### src/rtl/rsa_modexp_ctrl.sv
// rsa_modexp_ctrl: sequencer for C = M^E mod P using left-to-right square-and-multiply on an
// external, shared Montgomery multiplier (MM(a,b) = a*b*R^-1 mod p, R = 2^WIDTH).
//
// Ports:
//   clk, rstb           clock, asynchronous active-low reset
//   ena                 global enable; every state update is gated by it
//   start, stop         one-cycle start / abort pulses (stop wins)
//   p, e, m, r2         modulus, exponent, message, R^2 mod p (latched on start)
//   mm_start            multiplier issue pulse
//   mm_a, mm_b, mm_p    multiplier operands, stable from issue until mm_done
//   mm_done, mm_res     multiplier result strobe and value
//   c, eoc              result and one-cycle end-of-computation pulse
//   busy                high whenever the sequencer is not idle
//
// Build option: define RSA_MODEXP_SKIP_LZ_EN to skip the exponent's leading zero bits.
// Results are identical either way; only op count and timing change.
module rsa_modexp_ctrl #(
  parameter int unsigned WIDTH = 8
) (
  input  logic             clk,
  input  logic             rstb,
  input  logic             ena,
  input  logic             start,
  input  logic             stop,
  input  logic [WIDTH-1:0] p,
  input  logic [WIDTH-1:0] e,
  input  logic [WIDTH-1:0] m,
  input  logic [WIDTH-1:0] r2,
  output logic             mm_start,
  output logic [WIDTH-1:0] mm_a,
  output logic [WIDTH-1:0] mm_b,
  output logic [WIDTH-1:0] mm_p,
  input  logic             mm_done,
  input  logic [WIDTH-1:0] mm_res,
  output logic [WIDTH-1:0] c,
  output logic             eoc,
  output logic             busy
);

  localparam int unsigned CNT_W = (WIDTH > 1) ? $clog2(WIDTH) : 1;
  localparam logic [CNT_W-1:0] IdxMax = CNT_W'(WIDTH - 1);
  localparam logic [WIDTH-1:0] One = WIDTH'(1);

  typedef enum logic [3:0] {
    StIdle, StLoad, StConvM, StConvX, StSqr, StMul, StFin, StAbort, StDone
  } state_e;

  state_e           state_q, state_d;
  logic             wait_q, wait_d;    // op issued, waiting for mm_done
  logic [WIDTH-1:0] p_q, p_d;
  logic [WIDTH-1:0] e_q, e_d;
  logic [WIDTH-1:0] m_q, m_d;
  logic [WIDTH-1:0] r2_q, r2_d;
  logic [WIDTH-1:0] x_q, x_d;
  logic [WIDTH-1:0] mbar_q, mbar_d;
  logic [CNT_W-1:0] idx_q, idx_d;
  logic [WIDTH-1:0] c_q, c_d;
  logic [WIDTH-1:0] mm_a_q, mm_a_d;
  logic [WIDTH-1:0] mm_b_q, mm_b_d;
  logic             load_ops;          // state_d is a fresh op: set up its operands
  logic             is_op;
  logic [CNT_W-1:0] start_idx;

`ifdef RSA_MODEXP_SKIP_LZ_EN
  function automatic logic [CNT_W-1:0] msb_index(input logic [WIDTH-1:0] v);
    logic [CNT_W-1:0] r;
    r = '0;
    for (int unsigned i = 0; i < WIDTH; i++) begin
      if (v[i]) r = CNT_W'(i);
    end
    return r;
  endfunction

  assign start_idx = msb_index(e_q);
`else
  assign start_idx = IdxMax;
`endif

  assign is_op = (state_q == StConvM) || (state_q == StConvX) || (state_q == StSqr) ||
                 (state_q == StMul) || (state_q == StFin);

  // stop suppresses an issue that would otherwise happen in the same cycle
  assign mm_start = ena && is_op && !wait_q && !stop;
  assign eoc      = ena && (state_q == StDone);
  assign busy     = (state_q != StIdle);
  assign c        = c_q;
  assign mm_a     = mm_a_q;
  assign mm_b     = mm_b_q;
  assign mm_p     = p_q;

  always_comb begin
    state_d  = state_q;
    wait_d   = wait_q;
    p_d      = p_q;
    e_d      = e_q;
    m_d      = m_q;
    r2_d     = r2_q;
    x_d      = x_q;
    mbar_d   = mbar_q;
    idx_d    = idx_q;
    c_d      = c_q;
    mm_a_d   = mm_a_q;
    mm_b_d   = mm_b_q;
    load_ops = 1'b0;

    unique case (state_q)
      StIdle: begin
        if (start && !stop) begin
          p_d     = p;
          e_d     = e;
          m_d     = m;
          r2_d    = r2;
          state_d = StLoad;
        end
      end
      StLoad: begin
        if (stop) begin
          state_d = StIdle;
        end else begin
          idx_d    = start_idx;
          state_d  = StConvM;
          load_ops = 1'b1;
        end
      end
      StConvM, StConvX, StSqr, StMul, StFin: begin
        if (stop) begin
          // an op in flight must still drain its mm_done before we go idle
          state_d = (wait_q && !mm_done) ? StAbort : StIdle;
          wait_d  = 1'b0;
        end else if (!wait_q) begin
          wait_d = 1'b1;
        end else if (mm_done) begin
          wait_d   = 1'b0;
          load_ops = 1'b1;
          case (state_q)
            StConvM: begin
              mbar_d  = mm_res;
              state_d = StConvX;
            end
            StConvX: begin
              x_d     = mm_res;
`ifdef RSA_MODEXP_SKIP_LZ_EN
              // e = 0: x already holds R mod p, i.e. Montgomery form of 1
              state_d = (e_q == '0) ? StFin : StSqr;
`else
              state_d = StSqr;
`endif
            end
            StSqr: begin
              x_d = mm_res;
              if (e_q[idx_q]) begin
                state_d = StMul;
              end else if (idx_q == '0) begin
                state_d = StFin;
              end else begin
                idx_d   = idx_q - 1'b1;
                state_d = StSqr;
              end
            end
            StMul: begin
              x_d = mm_res;
              if (idx_q == '0) begin
                state_d = StFin;
              end else begin
                idx_d   = idx_q - 1'b1;
                state_d = StSqr;
              end
            end
            StFin: begin
              c_d      = mm_res;
              state_d  = StDone;
              load_ops = 1'b0;
            end
            default: ;
          endcase
        end
      end
      StAbort: begin
        if (mm_done) state_d = StIdle;
      end
      StDone: begin
        state_d = StIdle;
      end
      default: state_d = StIdle;
    endcase

    // Operands are registered on entry so they stay stable through the whole wait.
    if (load_ops) begin
      case (state_d)
        StConvM: begin
          mm_a_d = m_q;
          mm_b_d = r2_q;
        end
        StConvX: begin
          mm_a_d = One;
          mm_b_d = r2_q;
        end
        StSqr: begin
          mm_a_d = x_d;
          mm_b_d = x_d;
        end
        StMul: begin
          mm_a_d = x_d;
          mm_b_d = mbar_d;
        end
        StFin: begin
          mm_a_d = x_d;
          mm_b_d = One;
        end
        default: ;
      endcase
    end
  end

  always_ff @(posedge clk or negedge rstb) begin
    if (!rstb) begin
      state_q <= StIdle;
      wait_q  <= 1'b0;
      p_q     <= '0;
      e_q     <= '0;
      m_q     <= '0;
      r2_q    <= '0;
      x_q     <= '0;
      mbar_q  <= '0;
      idx_q   <= '0;
      c_q     <= '0;
      mm_a_q  <= '0;
      mm_b_q  <= '0;
    end else if (ena) begin
      state_q <= state_d;
      wait_q  <= wait_d;
      p_q     <= p_d;
      e_q     <= e_d;
      m_q     <= m_d;
      r2_q    <= r2_d;
      x_q     <= x_d;
      mbar_q  <= mbar_d;
      idx_q   <= idx_d;
      c_q     <= c_d;
      mm_a_q  <= mm_a_d;
      mm_b_q  <= mm_b_d;
    end
  end

endmodule

### config.mk
export PLATFORM = sky130hd
export DESIGN_NAME = rsa_modexp_ctrl
export DESIGN_NICKNAME = d
export VERILOG_FILES = /design/src/rtl/rsa_modexp_ctrl.sv
export SDC_FILE = /design/constraint.sdc
export NUM_CORES = 1
export LEC_CHECK = 0
export ABC_CLOCK_PERIOD_IN_PS = 2200
export CAP_MARGIN = 0
export CORE_MARGIN = 3
export CORE_UTILIZATION = 40
export DETAILED_ROUTE_END_ITERATION = 10
export HOLD_SLACK_MARGIN = 0.03
export PLACE_DENSITY = 0.8
export SLEW_MARGIN = 20
export SYNTH_ARGS = -nofsm -noshare
export SYNTH_HDL_FRONTEND = slang
export SYNTH_SLANG_ARGS = --single-unit
export TNS_END_PERCENT = 5
### constraint.sdc
create_clock -name clk -period 2.2 [get_ports clk]
set_clock_uncertainty 0.2 [all_clocks]
set_input_delay 0.44 -clock clk [delete_from_list [all_inputs] [get_ports clk]]
set_output_delay 0.44 -clock clk [all_outputs]
set_load 0.05 [all_outputs]
==> flow_summary.toml <==
[critical_path]
r2r_setup_slack_ps = -160
cpPeakStageDelay_ps = 430
cp_cell_sequence = "buf_6 > and3_4 > or3_4 > nor3_4 > buf_12"
crit_type = "flip-flop to output pin"
cpLargestDelayFamily = "simple AND/OR/NAND/NOR gates"
endpoint_kind = "output pin"
cp-start-kind = "flip-flop"
path_max_fanout = 3
rr_startpoint = "state_q[2]"
cp_num_buf_inv = 2
worstPathRequired_ps = 1560
startpoint = "state_q[2]"
cp.arrival_ps = 1730
cp_slowest_cell = "dfrtp_2"

[worst_hold_path]
min_path_type = "flip-flop to flip-flop"
min_from = "x_q[0]"

[synth]
syn_nets = 399
yosysTopAreaCellShare = 0.5229
synth_area_sq_um = 3829
synth_cell_types = 39
ys.flop_type = "dfrtp_1"
synth.avg_cell_area_sq_um = 10.91
ys.warnings.count = 0
netlist_top_cells_area = "dfrtp_1 52%, mux2_2 14%, nand2_1 5.6%, mux2i_1 3.1%, o211ai_1 2.9%"
yosysMostFrequentCell = "dfrtp_1"
synth-seq-cells = 80
yosys.area.top_type = "dfrtp_1"
ys_seq_area_frac = 0.5229
synth_enable_flop_cells = 0
netlist_instances = 351
netlist_top_cells_count = "80 x dfrtp_1, 57 x nand2_1, 49 x mux2_2"
synth-async-reset-ratio = 1.000

[sta]
finalHoldViolCount = 0
worstMarginPinSlew_ps = 592.2
slew_headroom = 0.6052
fin_crit_sh = 1.077
hold_ws_ps = 299.2
setup_viol = 21
fin_crit_ps = 2369
grt_setup_unrepaired = "true"
slew_violations = 0
postLayoutSetupSlackWorst_ps = -168.7
fmax_ghz = 0.4222

[run_status]
violations = "setup timing"
outcome = "finished, violations left"

[routing]
routed-via-count = 3287
viasPerCell = 5.345
drt_iter0_markers = 160
dr.pass1.iters = 4
wirelength_mm = 10.51
routedWlPerCell_um = 17.09
post-route-drc-count = 0
drtAntennaViolNets = 0

[placed_design]
post_dp_cell_area_sq_um = 5150
port_buffers = 80
dp_worst_setup_slack_ps = -600.2
place_congestion = 0.8727
dp_hpwl_mm = 7.481

[die]
core_sq_um = 9284
dieWidth_um = 103.8
rows = 35
die_area_sq_um = 10780
start_util = 0.4124
fp.dieH_um = 103.8
ios = 81

[clock_network]
tritoncts = "done"
numCtsBuffers = 9
htree_levels = 3
path_clk_slew_ps = 90
cts.path.max_buffers = 2
root_buffer = "clkbuf_8"
clock-sinks = 80
insertion_delay_ps = 350

[grt]
grt_pass1_vias = 3442
gr-total-overflow = 0
grt_pass1_wl_mm = 17.58
grt_usage = 0.2014
antenna_found_initial = 0
grt_max_degree = 45

[power]
power_mw = 7.847
p_per_area_nw_per_um2 = 1404
peakVddDrop_mv = 0.6727
leakagePower_nw = 2.658

[final_layout]
fillCellCount = 770
stdcell_area_sq_um = 5589
nets = 529
areaGrowthSynthToFinish_pct = 45.98
drive_gt1_frac = 0.3457
utilization = 0.6020
diodes = 0

[job]
maxCapViolations = 0
## registers in the layout (all words and copies together), names as in the netlist
| signal | cells |
|---|---|
| mbar_q | 8 |
| state_q | 4 |
| mm_p | 8 |
| r2_q | 8 |
| mm_b | 8 |
| wait_q | 1 |
| mm_a | 8 |
| x_q | 8 |
| c | 8 |
| e_q | 8 |
| idx_q | 3 |
| m_q | 8 |
## cell usage in the layout, fill, tap and decap left out, types with 2 or more instances in the layout
master           synthesis  layout
ha_1                     2       2
o22ai_2                  0       6
o211ai_1                15      15
dfrtp_1                 80      75
nor2_1                  13      11
clkbuf_8                 0       9
nor2b_1                  4       3
and4b_1                  2       2
o21ai_0                  5       5
mux2_4                   0       2
clkdlybuf4s50_1          0      54
a21oi_1                 19      19
nand2_1                 57      55
inv_1                    7       7
dfrtp_2                  0       5
nand2b_1                 7       7
or3_1                    5       3
o22ai_1                  9       2
o211ai_2                 3       3
dlymetal6s2s_1           0       8
buf_6                    1       4
o31a_1                   3       3
clkinvlp_4               0       2
nand4_1                  3       3
nand3_1                 12      12
buf_12                   0       8
xnor2_1                  2       2
bufinv_16                0       2
mux2_2                  49      47
nand2_2                  1       2
nor3_1                   9       7
mux2i_1                 12      12
or3_4                    0       2
buf_4                    1      62
## tightest hold or removal path, cell delays in order, from the launching register on
cell	delay (ps)
dfrtp_1	360
nand2_1	50
o21ai_0	60
## report_power, final
part | internal (mW) | switching [mW]
sequential | 2.12 | 0.437
combinational | 1.82 | 2.23
clock | 0.653 | 0.578
## layout make-up
type | count | area (sq um) | area share
timing repair buffer | 138 | 1330 | 0.2380
sequential | 80 | 2008 | 0.3593
inverter | 7 | 26.28 | 0.004701
tap | 129 | 161.4 | 0.02888
multi-input combinational | 245 | 1836 | 0.3284
clock buffer | 9 | 123.9 | 0.02216
clock inverter | 7 | 103.9 | 0.01858
## cells by family (layout without fill, tap and decap cells)
group	Yosys count	in the layout	synth area share
AND/OR/NAND/NOR	118	118	0.1428
flip-flops	80	80	0.5229
AO/OA/AOI/OAI	62	62	0.1170
multiplexers	61	61	0.1755
buffers and inverters	26	161	0.03072
adder cells (fa/ha/maj)	2	2	0.006535
XOR/XNOR	2	2	0.004576
## per-stage QoR
step | std cells | setup TNS [ps]
2_1_floorplan | 351 | -3.229
3_3_place_gp | 588 | -17190
3_5_place_dp | 588 | -18450
4_1_cts | 615 | -1379
5_1_grt | 615 | -3539
6_report | 615 | -1685
## per-layer routing
| metal | routed length [um] | global-route usage |
|---|---|---|
| met4 | 117 | 0.04368 |
| met5 | 0 | 0 |
| met3 | 443 | 0.04798 |
| met2 | 5318 | 0.3343 |
| met1 | 4632 | 0.2697 |
## final timing paths
path | end | cells past startpoint
worst max-delay path | mm_start | 5
worst min-delay path | x_q[0] | 2
worst max register to register | mm_b[4] | 8
worst min register to register | x_q[0] | 2
max in group asynchronous | e_q[0] | 3
min in group asynchronous | r2_q[3] | 2
## repair_timing
item / CTS / global route
hold endpoints to repair: 41 / 0
hold buffers: 1 / 0
pin swaps: 6 / 0
gates resized for setup: 23 / 13
setup buffers: 10 / 0
setup endpoints to repair: 28 / 38
(Power assumes the default switching activity.)
